### config.mk
export PLATFORM = sky130hd
export DESIGN_NAME = vga_sprite_renderer
export DESIGN_NICKNAME = d
export VERILOG_FILES = /design/src/rtl/vga_sprite_renderer.sv
export SDC_FILE = /design/constraint.sdc
export NUM_CORES = 1
export LEC_CHECK = 0
export BUFFER_PORTS_ARGS = -buffer_cell sky130_fd_sc_hd__buf_2
export CAP_MARGIN = 20
export CORE_UTILIZATION = 60
export DETAILED_ROUTE_END_ITERATION = 8
export GPL_TIMING_DRIVEN = 0
export PLACE_DENSITY_LB_ADDON = 0.3
export SETUP_SLACK_MARGIN = 0.1
export SLEW_MARGIN = 40
export SYNTH_ARGS = -nofsm -noshare
export SYNTH_HDL_FRONTEND = slang
export SYNTH_SLANG_ARGS = --single-unit
### constraint.sdc
create_clock -name Clock25 -period 3.1 [get_ports Clock25]
set_input_delay 0.31 -clock Clock25 [delete_from_list [all_inputs] [get_ports Clock25]]
set_output_delay 0.31 -clock Clock25 [all_outputs]
set_load 0.05 [all_outputs]
### src/rtl/vga_sprite_renderer.sv
// Pixel-colour stage for a 640x480 VGA timing generator: selectable background,
// bouncing square sprite, RGB565 output and syncs delayed to match a 2-stage pipeline.
module vga_sprite_renderer #(
    parameter int unsigned BoxSize = 32,
    parameter int unsigned StepX   = 2,
    parameter int unsigned StepY   = 1
) (
    input  logic       Clock25,
    input  logic       Reset,
    input  logic [9:0] HorizontalCounter,
    input  logic [9:0] VerticalCounter,
    input  logic       HorizontalSync,
    input  logic       VerticalSync,
    input  logic [1:0] Mode,
    input  logic       Freeze,
    output logic       HSyncOut,
    output logic       VSyncOut,
    output logic       DataEnable,
    output logic [4:0] Red,
    output logic [5:0] Green,
    output logic [4:0] Blue,
    output logic       FrameStrobe
);
    typedef enum logic [1:0] {
        MODE_BLACK    = 2'd0,
        MODE_BARS     = 2'd1,
        MODE_CHECKER  = 2'd2,
        MODE_GRADIENT = 2'd3
    } bg_mode_e;

    localparam logic [10:0] MAX_X  = 11'(640 - BoxSize);
    localparam logic [10:0] MAX_Y  = 11'(480 - BoxSize);
    localparam logic [10:0] BOX_W  = 11'(BoxSize);
    localparam logic [10:0] STEP_X = 11'(StepX);
    localparam logic [10:0] STEP_Y = 11'(StepY);

    // Bounce one axis; result is {new_dir, new_pos}.
    function automatic logic [10:0] bounce(input logic [9:0] pos, input logic dir,
                                           input logic [10:0] step, input logic [10:0] max_pos);
        logic [10:0] ext;
        logic [10:0] sum;
        logic [10:0] res;
        ext = {1'b0, pos};
        sum = ext + step;
        if (dir) begin
            if (sum >= max_pos) res = {1'b0, max_pos[9:0]};
            else                res = {1'b1, sum[9:0]};
        end else begin
            if (ext <= step)    res = {1'b1, 10'd0};
            else                res = {1'b0, 10'(ext - step)};
        end
        return res;
    endfunction

    // Sprite / frame state
    logic [9:0] box_x_q, box_x_d, box_y_q, box_y_d;
    logic       dir_x_q, dir_x_d, dir_y_q, dir_y_d;
    bg_mode_e   mode_q, mode_d;
    logic       frame_strobe_q, frame_strobe_d;
    logic       frame_event;

    // Stage 1
    logic       vis_q, vis_d, inside_q, inside_d, checker_q, checker_d;
    logic [2:0] bar_q, bar_d;
    logic [4:0] grad_r_q, grad_r_d;
    logic [5:0] grad_g_q, grad_g_d;
    logic       hsync_s1_q, vsync_s1_q;
    logic [9:0] x_d, y_d;
    logic [10:0] x11, y11, bx11, by11;

    // Stage 2
    logic        de_q;
    logic [15:0] rgb_q, rgb_d;
    logic        hsync_s2_q, vsync_s2_q;

    always_comb begin
        frame_event    = (HorizontalCounter == 10'd1) && (VerticalCounter == 10'd481);
        box_x_d        = box_x_q;
        box_y_d        = box_y_q;
        dir_x_d        = dir_x_q;
        dir_y_d        = dir_y_q;
        mode_d         = mode_q;
        frame_strobe_d = frame_event;
        if (frame_event) begin
            mode_d = bg_mode_e'(Mode);
            if (!Freeze) begin
                {dir_x_d, box_x_d} = bounce(box_x_q, dir_x_q, STEP_X, MAX_X);
                {dir_y_d, box_y_d} = bounce(box_y_q, dir_y_q, STEP_Y, MAX_Y);
            end
        end
    end

    always_comb begin
        vis_d = (HorizontalCounter >= 10'd1) && (HorizontalCounter <= 10'd640) &&
                (VerticalCounter >= 10'd1) && (VerticalCounter <= 10'd480);
        x_d   = HorizontalCounter - 10'd1;
        y_d   = VerticalCounter - 10'd1;
        x11   = {1'b0, x_d};
        y11   = {1'b0, y_d};
        bx11  = {1'b0, box_x_q};
        by11  = {1'b0, box_y_q};
        // 11-bit compares keep BoxX+BoxSize from wrapping near the right edge
        inside_d  = (x11 >= bx11) && (x11 < bx11 + BOX_W) &&
                    (y11 >= by11) && (y11 < by11 + BOX_W);
        bar_d     = 3'(x_d / 10'd80);
        checker_d = x_d[4] ^ y_d[4];
        grad_r_d  = x_d[9:5];
        grad_g_d  = y_d[8:3];
    end

    always_comb begin
        rgb_d = '0;
        if (vis_q) begin
            if (inside_q) begin
                rgb_d = '1;
            end else begin
                case (mode_q)
                    MODE_BLACK: rgb_d = '0;
                    MODE_BARS: begin
                        case (bar_q)
                            3'd0:    rgb_d = 16'hFFFF;
                            3'd1:    rgb_d = 16'hFFE0;
                            3'd2:    rgb_d = 16'h07FF;
                            3'd3:    rgb_d = 16'h07E0;
                            3'd4:    rgb_d = 16'hF81F;
                            3'd5:    rgb_d = 16'hF800;
                            3'd6:    rgb_d = 16'h001F;
                            default: rgb_d = 16'h0000;
                        endcase
                    end
                    MODE_CHECKER:  rgb_d = checker_q ? 16'h0000 : 16'hFFFF;
                    MODE_GRADIENT: rgb_d = {grad_r_q, grad_g_q, 5'd0};
                    default:       rgb_d = '0;
                endcase
            end
        end
    end

    always_ff @(posedge Clock25) begin
        if (Reset) begin
            box_x_q        <= '0;
            box_y_q        <= '0;
            dir_x_q        <= 1'b1;
            dir_y_q        <= 1'b1;
            mode_q         <= MODE_BLACK;
            frame_strobe_q <= 1'b0;
            vis_q          <= 1'b0;
            inside_q       <= 1'b0;
            checker_q      <= 1'b0;
            bar_q          <= '0;
            grad_r_q       <= '0;
            grad_g_q       <= '0;
            hsync_s1_q     <= 1'b1;
            vsync_s1_q     <= 1'b1;
            de_q           <= 1'b0;
            rgb_q          <= '0;
            hsync_s2_q     <= 1'b1;
            vsync_s2_q     <= 1'b1;
        end else begin
            box_x_q        <= box_x_d;
            box_y_q        <= box_y_d;
            dir_x_q        <= dir_x_d;
            dir_y_q        <= dir_y_d;
            mode_q         <= mode_d;
            frame_strobe_q <= frame_strobe_d;
            vis_q          <= vis_d;
            inside_q       <= inside_d;
            checker_q      <= checker_d;
            bar_q          <= bar_d;
            grad_r_q       <= grad_r_d;
            grad_g_q       <= grad_g_d;
            hsync_s1_q     <= HorizontalSync;
            vsync_s1_q     <= VerticalSync;
            de_q           <= vis_q;
            rgb_q          <= rgb_d;
            hsync_s2_q     <= hsync_s1_q;
            vsync_s2_q     <= vsync_s1_q;
        end
    end

    assign HSyncOut    = hsync_s2_q;
    assign VSyncOut    = vsync_s2_q;
    assign DataEnable  = de_q;
    assign Red         = rgb_q[15:11];
    assign Green       = rgb_q[10:5];
    assign Blue        = rgb_q[4:0];
    assign FrameStrobe = frame_strobe_q;
endmodule

==> flow_metrics.env <==
export IMPL_p_sw_frac=0.297
export IMPL_drc=0
export IMPL_area_growth_pct=13.6
export IMPL_rows=31
export IMPL_overflow=0
export IMPL_p_comb_frac=0.153
export IMPL_synth_area_leaders="dfxtp_1 26%, ha_1 12%, a21oi_1 5.2%"
export IMPL_worst_ir_drop_vdd_mv=0.276
export IMPL_vias=4614
export IMPL_rsz0062_at_grt="no"
export IMPL_criticalPathCategory="input pin to flip-flop"
export IMPL_cap_viol_max_count=0
export IMPL_final_layout_size_suffix_gt1_frac=0.170
export IMPL_gp_congestion=0.908
export IMPL_rr_startpoint="box_x_q[5]"
export IMPL_cts_buffers=9
export IMPL_fmax_mhz=355
export IMPL_dieArea_um2=7890
export IMPL_synth_mux_area_frac=0.0111
export IMPL_max_slew_margin=0.518
export IMPL_internal_power_mw=1.18
export IMPL_synth_seq_cells=58
export IMPL_post_route_period_util=0.909
export IMPL_synth_cell_types=73
export IMPL_final_setup_viol_count=0
export IMPL_power_frac_seq=0.459
export IMPL_first_pass_iters=6
export IMPL_synthCells=579
export IMPL_worst_slew_pin_slew_ns=0.723
export IMPL_hold_viol_final=0
export IMPL_synthFlopType="dfxtp_1"
export IMPL_switching_power_uw=498
export IMPL_cts_root_buf="clkbuf_8"
export IMPL_core_um2=7250
export IMPL_first_iter_violations=294
export IMPL_post_dp_cell_area_um2=4870
export IMPL_yosys_area_share_xor_xnor=0.0581
export IMPL_power_share_clock=0.389
export IMPL_syn_cell_area_um2=4520
export IMPL_cellPowerDensity_nw_per_um2=326
export IMPL_status="finished, final reports clean"
export IMPL_grt_max_degree=18
export IMPL_die_width_um=88.8
export IMPL_p_total_mw=1.68
export IMPL_finClkSkew_ns=0.00738
export IMPL_hold_slack_ns=0.142
export IMPL_cts_sinks=58
export IMPL_avgViaCountPerCell=6.22
export IMPL_antenna_left=0
export IMPL_netlist_area_leader_share=0.257
export IMPL_avgSynthCellArea_um2=7.81
export IMPL_antenna_found_initial=0
export IMPL_synth_most_common_cell="dfxtp_1"
export IMPL_ys_async_sr_fraction=0
export IMPL_routed_wl_um=12200
export IMPL_syn_nets=650
export IMPL_io_pins=47
export IMPL_cp_arrival_ns=3.06
export IMPL_synth_fa_ha_area_frac=0.122
export IMPL_fin_nets=709
export IMPL_yosysTopAreaCell="dfxtp_1"
export IMPL_synth_compound_area_frac=0.235
export IMPL_grt_pass1_vias=4104
export IMPL_synth_commonest_cells="58 x dfxtp_1, 47 x a21oi_1, 44 x ha_1"
export IMPL_endpoint_kind="flip-flop"
export IMPL_clk_pin_slew_ns=0.07
export IMPL_fp_dieH_um=88.8
export IMPL_clockBufferDepth=2
export IMPL_clk_latency_ns=0.35
export IMPL_portBuffers=44
export IMPL_yosysWarnings=0
export IMPL_synth_top_family_by_area="simple AND/OR/NAND/NOR gates"
export IMPL_crit_fanout=5
export IMPL_fill_cells=615
export IMPL_setup_ws_ns=0.282
export IMPL_h_tree_depth=3
export IMPL_final_cell_area_um2=5140
export IMPL_leakage_nw=2.07
export IMPL_synth_enable_flop_cells=0
export IMPL_hpwl_um=8890
export IMPL_wl_per_cell_um=16.5
export IMPL_cts_tree="done"
export IMPL_synthSimpleGateAreaFrac=0.244
export IMPL_required_ns=3.34
export IMPL_hp_class="input pin to flip-flop"
export IMPL_period_needed_ns=2.82
export IMPL_diodes=0
export IMPL_slew_violations=0
export IMPL_start_kind="input pin"
export IMPL_start_util=0.624
export IMPL_hold_start="VerticalSync"
export IMPL_pre_cts_ws_ns=-0.452
export IMPL_worstSetupStartpoint="VerticalCounter[0]"
export IMPL_grt_pass1_wl_um=19200
export IMPL_yosysSeqAreaShare=0.257
export IMPL_track_usage=0.319
critical path, stage by stage:
cell	delay (ns)
buf_2	0.14
inv_1	0.06
ha_1	0.19
nand2_1	0.11
or4_4	0.48
xnor2_4	0.18
ha_1	0.30
o21a_1	0.18
nor2_1	0.09
a41oi_1	0.07
nand3_1	0.16
o22ai_1	0.09
or3_1	0.38
a2111oi_1	0.31
registers in the layout (all words and copies together) (netlist names), 2 cells and up:
name,cells
box_x_q,9
grad_g_q,6
box_y_q,10
mode_q,2
bar_q,3
grad_r_q,5
rgb_q,12
cell usage in the layout, fill, tap and decap left out, types with 4 or more instances in the layout:
cell type   n
ha_1       44
nand4_1    13
nand2_1    43
buf_2      51
and3_1      5
o21ai_1     7
a32oi_1     4
nand3_1    21
nor4_1      4
xor2_1     12
mux2i_1     5
o21ai_0    30
a211o_1     4
a211oi_1    5
clkbuf_8   10
a21oi_1    47
inv_1      33
clkbuf_1   18
a21o_1      5
dfxtp_1    58
nand2b_1    5
buf_4      12
nor3_1     23
or2_2       7
o21a_1      9
nor2_1     40
o211ai_1    7
or3_1       6
xnor2_1    16
nor2b_1    16
a31oi_1     5
worst paths after layout:
| path | end | slack (ns) | cells past startpoint |
|---|---|---|---|
| setup reg to reg | box_x_q[5] | 0.32 | 10 |
| setup / recovery | inside_q | 0.28 | 14 |
| hold reg to reg | HSyncOut | 0.42 | 1 |
| hold / removal | vsync_s1_q | 0.14 | 2 |
cell type report:
class	count	area, µm²	area share
well taps	99	124	0.0241
inverters	35	131	0.0256
repair buffers	49	258	0.0501
multi-input cells	447	3090	0.601
clock buffers	10	138	0.0268
flip-flops and latches	58	1160	0.226
clock inverters	6	41.3	0.00803
plain buffers	38	199	0.0387
power by group through the flow:
stage / sequential [mW] / clock [mW] / combinational, mW
final: 0.769 / 0.652 / 0.256
after global routing: 0.770 / 0.696 / 0.285
after CTS: 0.768 / 0.657 / 0.242
after detailed placement: 0.785 / 0 / 0.239
after global placement: 0.785 / 0 / 0.231
after floorplan: 0.790 / 0 / 0.159
layer usage:
metal	track usage	wire length, µm
met5	0	0
met4	0.106	267
met3	0.0634	924
met2	0.530	5860
met1	0.413	5180
metrics by stage:
step / std cells / utilization / TNS [ns]
2_1_floorplan: 579 / - / 0
3_3_place_gp: 722 / 0.671 / -0.436
3_5_place_dp: 722 / 0.671 / -0.452
4_1_cts: 738 / 0.698 / 0
5_1_grt: 742 / 0.709 / 0
6_report: 742 / 0.709 / 0
cell families (layout without fill, tap and decap cells):
| kind of cell | count (synthesis) | after routing |
|---|---|---|
| buffers and inverters | 74 | 138 |
| and+or+nand+nor | 208 | 208 |
| DFF | 58 | 58 |
| adders and majority gates | 44 | 44 |
| muxes | 5 | 5 |
| AOI/OAI and AO/OA | 160 | 160 |
| xor gates and xnor gates | 30 | 30 |
what timing repair did:
item                       in CTS  in global routing
setup endpoints to repair       1                  1
resized for setup               2                 10
pin swaps                       1                  3
hold buffers                    0                  0
buffers inserted                1                  4
cloned                          0                  0
Note: power is estimated with default switching activity, not from simulation.
